## src/rtl/rob_commit.sv

```systemverilog
`default_nettype none
// ============================================================================
// Module   : rob_commit
// Purpose  : Retire stage at the reorder-buffer head. Consumes completed
//            entries in program order, writes register results, hands stores
//            to the load/store buffer, updates the branch predictor and
//            redirects the front end on a mispredict or a JALR.
// Ports    : clk_in / rst_in (async, active-low) / rdy_in (global pause)
//            head_*            - ROB head entry fields
//            store_ack         - LSB has performed the released store
//            commit_pop        - combinational head advance
//            rf_*              - register-file write port (registered)
//            store_commit_req  - store release to LSB (registered, level)
//            bp_upd_*          - predictor update (registered strobe)
//            flush, redirect_* - squash / front-end redirect (registered)
//            stall_release     - clears the issue stall raised by a JALR
// Options  : COMMIT_PERF_COUNTERS_EN adds perf_retired / perf_mispredict.
// Revision : 1.0 - initial release
// ============================================================================
module rob_commit #(
    parameter int BITS = 4
) (
    input  logic            clk_in,
    input  logic            rst_in,
    input  logic            rdy_in,
    input  logic            head_valid,
    input  logic            head_ready,
    input  logic [BITS-1:0] head_id,
    input  logic [1:0]      head_type,
    input  logic [4:0]      head_rd,
    input  logic [31:0]     head_value,
    input  logic [31:0]     head_dest,
    input  logic            head_taken,
    input  logic            store_ack,
    output logic            commit_pop,
    output logic            rf_we,
    output logic [4:0]      rf_rd,
    output logic [31:0]     rf_value,
    output logic [BITS-1:0] rf_robid,
    output logic            store_commit_req,
    output logic            bp_upd_valid,
    output logic [31:0]     bp_upd_pc,
    output logic            bp_upd_taken,
    output logic            flush,
    output logic            redirect_valid,
    output logic [31:0]     redirect_pc,
`ifdef COMMIT_PERF_COUNTERS_EN
    output logic [31:0]     perf_retired,
    output logic [31:0]     perf_mispredict,
`endif
    output logic            stall_release
);

    localparam logic [1:0] c_TYPE_REG    = 2'd0;
    localparam logic [1:0] c_TYPE_BRANCH = 2'd1;
    localparam logic [1:0] c_TYPE_STORE  = 2'd2;
    localparam logic [1:0] c_TYPE_JALR   = 2'd3;

    typedef enum logic [1:0] {
        S_IDLE       = 2'd0,
        S_STORE_WAIT = 2'd1,
        S_FLUSH      = 2'd2
    } state_t;

    state_t r_state;
    state_t w_next_state;

    logic w_head_go;      // head entry can be acted on this cycle
    logic w_commit_idle;  // non-store commit from IDLE
    logic w_rf_write;
    logic w_bp_update;
    logic w_mispredict;
    logic w_jalr;

    always_comb begin
        w_head_go     = rdy_in & head_valid & head_ready;
        w_commit_idle = (r_state == S_IDLE) & w_head_go & (head_type != c_TYPE_STORE);
        // x0 is hardwired zero: the entry retires but nothing is written.
        w_rf_write    = w_commit_idle & ((head_type == c_TYPE_REG) | (head_type == c_TYPE_JALR))
                        & (head_rd != 5'd0);
        w_bp_update   = w_commit_idle & (head_type == c_TYPE_BRANCH);
        // head_value[0] carries the predicted direction for branches.
        w_mispredict  = w_bp_update & (head_taken != head_value[0]);
        w_jalr        = w_commit_idle & (head_type == c_TYPE_JALR);
    end

    always_comb begin
        commit_pop   = 1'b0;
        w_next_state = r_state;
        case (r_state)
            S_IDLE: begin
                if (w_head_go) begin
                    if (head_type == c_TYPE_STORE) begin
                        w_next_state = S_STORE_WAIT;
                    end else begin
                        commit_pop = 1'b1;
                        if (w_mispredict) begin
                            w_next_state = S_FLUSH;
                        end
                    end
                end
            end
            S_STORE_WAIT: begin
                if (rdy_in && store_ack) begin
                    commit_pop   = 1'b1;
                    w_next_state = S_IDLE;
                end
            end
            S_FLUSH: begin
                // Dead cycle while the ROB clears; a pause still freezes it.
                if (rdy_in) begin
                    w_next_state = S_IDLE;
                end
            end
            default: w_next_state = S_IDLE;
        endcase
    end

    always_ff @(posedge clk_in or negedge rst_in) begin
        if (!rst_in) begin
            r_state          <= S_IDLE;
            rf_we            <= 1'b0;
            rf_rd            <= 5'd0;
            rf_value         <= 32'd0;
            rf_robid         <= '0;
            store_commit_req <= 1'b0;
            bp_upd_valid     <= 1'b0;
            bp_upd_pc        <= 32'd0;
            bp_upd_taken     <= 1'b0;
            flush            <= 1'b0;
            redirect_valid   <= 1'b0;
            redirect_pc      <= 32'd0;
            stall_release    <= 1'b0;
        end else begin
            r_state          <= w_next_state;
            rf_we            <= w_rf_write;
            bp_upd_valid     <= w_bp_update;
            flush            <= w_mispredict;
            redirect_valid   <= w_mispredict | w_jalr;
            stall_release    <= w_jalr;
            // High for exactly the cycles spent waiting on the LSB; a pause
            // keeps the state, so the request level is held as well.
            store_commit_req <= (w_next_state == S_STORE_WAIT);
            if (w_rf_write) begin
                rf_rd    <= head_rd;
                rf_value <= head_value;
                rf_robid <= head_id;
            end
            if (w_bp_update) begin
                bp_upd_pc    <= {head_value[31:1], 1'b0};
                bp_upd_taken <= head_taken;
            end
            if (w_mispredict || w_jalr) begin
                redirect_pc <= head_dest;
            end
        end
    end

`ifdef COMMIT_PERF_COUNTERS_EN
    always_ff @(posedge clk_in or negedge rst_in) begin
        if (!rst_in) begin
            perf_retired    <= 32'd0;
            perf_mispredict <= 32'd0;
        end else begin
            if (commit_pop) begin
                perf_retired <= perf_retired + 32'd1;
            end
            if (w_mispredict) begin
                perf_mispredict <= perf_mispredict + 32'd1;
            end
        end
    end
`endif

endmodule
`default_nettype wire
```

## config.mk

```make
export PLATFORM = sky130hd
export DESIGN_NAME = rob_commit
export DESIGN_NICKNAME = d
export VERILOG_FILES = /design/src/rtl/rob_commit.sv
export SDC_FILE = /design/constraint.sdc
export NUM_CORES = 1
export LEC_CHECK = 0
export BUFFER_PORTS_ARGS = -buffer_cell sky130_fd_sc_hd__buf_2
export CAP_MARGIN = 40
export CORE_ASPECT_RATIO = 0.8
export CORE_MARGIN = 2
export CORE_UTILIZATION = 50
export DETAILED_ROUTE_END_ITERATION = 10
export PLACE_DENSITY = 0.95
export SYNTH_ARGS = -nofsm -noshare
export SYNTH_HDL_FRONTEND = slang
export SYNTH_SLANG_ARGS = --single-unit
```

## constraint.sdc

```tcl
create_clock -name clk_in -period 2.93 [get_ports clk_in]
set_input_delay 0.1465 -clock clk_in [delete_from_list [all_inputs] [get_ports clk_in]]
set_output_delay 0.1465 -clock clk_in [all_outputs]
set_load 0.01 [all_outputs]
```

======== Word-level counts from Yosys, hierarchy flattened ========
Cells that the tools add are included.
storage, ports and cells
  register bits ........................... 113
  bits of input ports ..................... 82
  output and inout port bits .............. 113
  word-level logic and storage cells ...... 47
operators by class
  equality and inequality tests ........... 8
  muxes and demuxes ....................... 10
  bitwise gates (word level) .............. 11
  reduce and logical (&&, ||, !) cells .... 5
operators by type and width
  cell                  count
  $mux W2               5
  $and A1 B1 Y1         9
  $eq A2 B1 Y1 const B  3
  $eq A2 B2 Y1 const B  3
  $pmux W2 S3           1
  $reduce_bool A5 Y1    1
  $logic_not A2 Y1      2
  $mux W1               3
  $ne A2 B2 Y1 const B  1
  $or A1 B1 Y1          2
  $pmux W1 S2           1
  $logic_and A1 B1 Y1   1
  $logic_or A1 B1 Y1    1
  $ne A1 B1 Y1          1

======== Depth between registers and ports, before layout ========
  depth after elaboration ................. 11
  gate-level depth with buffers ........... 7
  mapped depth without buffers ............ 6

======== Worst setup path before layout ========
No wires, ideal clock.
  path type ............................... register to register
  start ................................... register r_state[0]
  end ..................................... register redirect_pc[10]
  library setup time ...................... 0.125 ns
  arrival time ............................ 1.593 ns
  required time ........................... 2.805 ns
  path slack .............................. 1.212 ns
  stages on the path, launching flop included .. 6
  path buffers ............................ 1
  period minus slack after synthesis ...... 1.718 ns
  cell sequence ........................... dfrtp_1 > and4b_1 > nand2_1 > nor2_2 > buf_4 > mux2_2
on the way
  word-level cells in the longest chain between the ends .. 6
  elaborated cells between the ends (all ways) .. 7
  those cells by class .................... bitwise: 5; reduce/logical: 2
ends and longest elaborated chain
  what                            RTL line  source
  from (decl)                     65        state_t r_state;
  from (signal assigned)          135       r_state <= w_next_state;
  $logic_not A2 Y1 (*)            77        w_commit_idle = (r_state == S_IDLE) & w_head_go & (head_type != c_TYPE_STORE);
  $and A1 B1 Y1 (*) (2 in a row)  77
  $and A1 B1 Y1                   81        w_bp_update = w_commit_idle & (head_type == c_TYPE_BRANCH);
  $and A1 B1 Y1                   83        w_mispredict = w_bp_update & (head_taken != head_value[0]);
  $logic_or A1 B1 Y1 (*)          153       if (w_mispredict || w_jalr) begin
  to (signal assigned)            154       redirect_pc <= head_dest;
  to (decl)                       46        output logic [31:0] redirect_pc,
Mark *: on every way between the ends. The rest lies on a longest branch, timed or not.
A chain may end at the register's enable or synchronous reset.

======== Worst setup path in the final report ========
  start ................................... input head_rd[0]
  end ..................................... register rf_value[6]
on the way
  word-level cells in the longest chain between the ends .. 2
ends and longest elaborated chain
  what                  RTL line  source
  from (decl)           30        input logic [4:0] head_rd,
  $reduce_bool A5 Y1    80        & (head_rd != 5'd0);
  $and A1 B1 Y1         80
  to (signal assigned)  146       rf_value <= head_value;
  to (decl)             38        output logic [31:0] rf_value,
Every way passes these cells.

==> flow_metrics.py <==
metrics = {
    "cts": {
        "cts_setup_buffers": 0,
        "cts_tree": "yes",
        "clk_pin_slew_ns": 0.05,
        "h-tree-depth": 4,
        "numCtsBuffers": 17,
        "clock_sinks": 113,
        "cts_max_path_buffers": 2,
        "post_cts_resized": 0,
        "clk_latency_ns": 0.48,
        "cts-root-buf": "clkbuf_8",
    },
    "floorplan": {
        "initial_utilization": 0.5116,
        "core-area_sq_um": 8408,
        "die_area_sq_um": 9366,
        "die_h_microns": 86.96,
        "num_rows": 30,
        "die_x_microns": 107.7,
        "io_pins": 195,
    },
    "timing": {
        "worst-slew-pin-transition_ns": 0.6948,
        "period_minus_slack_ns": 2.206,
        "finalWorstSetupSlack_ns": 0.7236,
        "slew_violations": 0,
        "fin_setup_tns_ns": 0,
        "slew_headroom": 0.5368,
        "timing.final.crit_share": 0.7530,
        "finalHoldViolations": 0,
        "rsz0062_at_grt": "no",
        "fmax_mhz": 453.2,
        "finClkSkew_ns": 0.008250,
        "setup_viol": 0,
    },
    "run": {
        "max-cap-violations": 0,
    },
    "setup_path": {
        "cpMaxStageDelayCell": "or4_4",
        "crit_path_end_kind": "flip-flop",
        "path_cells": "dlygate4sd3_1 > buf_2 > or4_4 > o2111ai_4 > buf_4 > mux2_2",
        "required_ns": 3.29,
        "worst_setup_path_start_kind": "primary input",
        "worst_ep_arrival_time_ns": 2.57,
        "path_max_fanout": 39,
        "crit_type": "primary input to flip-flop",
        "critPathMaxStageDelay_ns": 0.55,
    },
    "synthesis": {
        "synth_top_area_share": 0.6574,
        "ys.flop_type": "dfrtp_1",
        "syn_area_per_cell_sq_um": 16.67,
        "synth.most_common_cell": "dfrtp_1",
        "netlist_top_cells_area": "dfrtp_1 (66%), mux2_2 (27%), buf_6 (1.0%)",
        "synth_top_cell_by_area": "dfrtp_1",
        "ys_types": 23,
        "synth_area_sq_um": 4302,
        "synth_nets": 343,
        "ys_warn_count": 0,
        "synth-async-reset-ratio": 1.000,
        "ys_ff_latch": 113,
        "ys_seq_area_frac": 0.6574,
        "synth-edff-count": 0,
        "ys_top_cells_by_count": "dfrtp_1 (113), mux2_2 (102), inv_1 (5)",
        "syn_inst": 258,
    },
    "place": {
        "hpwl_microns": 6810,
        "gp_congestion": 0.7714,
        "placedInstanceArea_sq_um": 5370,
        "io_buffers": 193,
        "dp_worst_setup_slack_ns": 0.8029,
    },
    "final_layout": {
        "drive_gt1_frac": 0.6044,
        "post-route-util": 0.8001,
        "diodes": 0,
        "regArea_sq_um": 2828,
        "area_delta_synth_final_pct": 56.40,
        "num-fill-cells": 466,
        "fin_nets": 624,
        "final_area_sq_um": 6728,
        "multi_input_area_sq_um": 1365,
    },
    "min_path": {
        "min_path_type": "primary input to flip-flop",
    },
    "routing": {
        "wl_microns": 10690,
        "vias_per_cell": 4.869,
        "num_vias": 3228,
        "antenna_left": 0,
        "drt-pass1-iter-count": 4,
        "wl_per_cell_microns": 16.12,
        "drc_errors": 0,
        "drt_iter0_markers": 90,
    },
    "power_and_ir_drop": {
        "irDropWorstVdd_uv": 620.8,
        "powerDensity_nw_per_um2": 826.6,
        "leakage_nw": 3.447,
    },
    "run_status": {
        "status": "complete, no violations",
    },
    "grt": {
        "antenna_found_initial": 0,
        "grt_pass1_wl_microns": 16640,
        "grtUsageTotal": 0.2348,
        "grt_overflow": 0,
        "grt_pass1_vias": 3440,
        "grt_max_degree": 59,
    },
}
==> report_power, final <==
| part | switching, mW | internal (mW) |
|---|---|---|
| logic | 0.599 | 0.694 |
| registers | 0.219 | 1.98 |
| clock network | 0.651 | 1.41 |
| total | 1.47 | 4.09 |
==> cell usage in the layout, fill, tap and decap left out <==
cell type      instances
buf_2                192
dfrtp_1              113
mux2_2               102
dlygate4sd3_1         75
clkbuf_16             16
inv_1                  5
clkinv_2               5
buf_4                  5
nor2_1                 4
nand2_1                4
bufinv_16              4
mux2_1                 3
ha_1                   3
clkbuf_8               3
and4b_1                1
and2_1                 1
xor2_1                 1
o22ai_1                1
a21boi_0               1
a22oi_1                1
a41o_1                 1
or4_4                  1
o2111ai_4              1
and3_1                 1
a21oi_1                1
nor2_2                 1
conb_1                 1
clkinvlp_4             1
clkbuf_1               1
clkinv_4               1
buf_12                 1
==> worst max-delay path: cells and delay by family <==
kind / cells / cell delay (ns)
AOI/OAI and AO/OA: 1 / 0.26
buffers and inverters: 3 / 1.16
muxes: 1 / 0.40
and+or+nand+nor: 1 / 0.55
==> cell type report <==
class / count / share of cell area
repair buffers: 273 / 0.2630
multi-input cells: 129 / 0.2029
flip-flops and latches: 113 / 0.4203
well taps: 112 / 0.02083
clock buffers: 20 / 0.06621
clock inverters: 11 / 0.02399
inverters: 5 / 0.002790
==> sequential cells by signal (all words and copies together), names as in the netlist <==
signal	cells
redirect_pc	32
rf_value	32
bp_upd_pc	31
rf_rd	5
rf_robid	4
r_state	2
bp_upd_taken	1
bp_upd_valid	1
flush	1
redirect_valid	1
rf_we	1
stall_release	1
store_commit_req	1
==> logic make-up after synthesis <==
group,synth area share
flops,0.6574
other cells,0.0008718
xor+xnor,0.002036
simple gates,0.01629
compound gates,0.01455
fa+ha+maj,0.008727
mux,0.2749
buf+inv,0.02530
==> layer usage <==
layer	global-route usage	wire, microns	vias up
li1	-	-	1472
met1	0.2607	4042	1607
met2	0.4168	5690	129
met3	0.08003	725	20
met4	0.09441	230	0
met5	0	0	-
==> through the flow <==
| step | hold WS, ns | power [mW] | cells |
|---|---|---|---|
| 2_1_floorplan | -0.1491 | 2.797 | 258 |
| 3_3_place_gp | 0.2245 | 3.354 | 557 |
| 3_5_place_dp | 0.2339 | 3.425 | 557 |
| 4_1_cts | 0.007524 | 5.587 | 663 |
| 5_1_grt | 0.01274 | 5.829 | 663 |
| 6_report | 0.02935 | 5.561 | 663 |
==> final timing paths <==
path | from | end | slack (ns) | cells after the start
max | head_rd[0] | rf_value[6]$_DFFE_PN0P_ | 0.72 | 6
min reg2reg | rf_robid[0]$_DFFE_PN0P_ | rf_robid[0]$_DFFE_PN0P_ | 0.50 | 1
max reg2reg | r_state[0]$_DFF_PN0_ | redirect_pc[0]$_DFFE_PN0P_ | 0.89 | 5
max in group asynchronous | rst_in | rf_value[27]$_DFFE_PN0P_ | 1.92 | 3
min | rdy_in | r_state[1]$_DFF_PN0_ | 0.03 | 3
min in group asynchronous | rst_in | redirect_pc[22]$_DFFE_PN0P_ | 0.25 | 2
==> what timing repair did <==
item	in CTS	in global routing
hold buffers	75	0
hold endpoints to repair	161	0
setup endpoints to repair	0	0
Note: power is estimated with default switching activity, not from simulation.
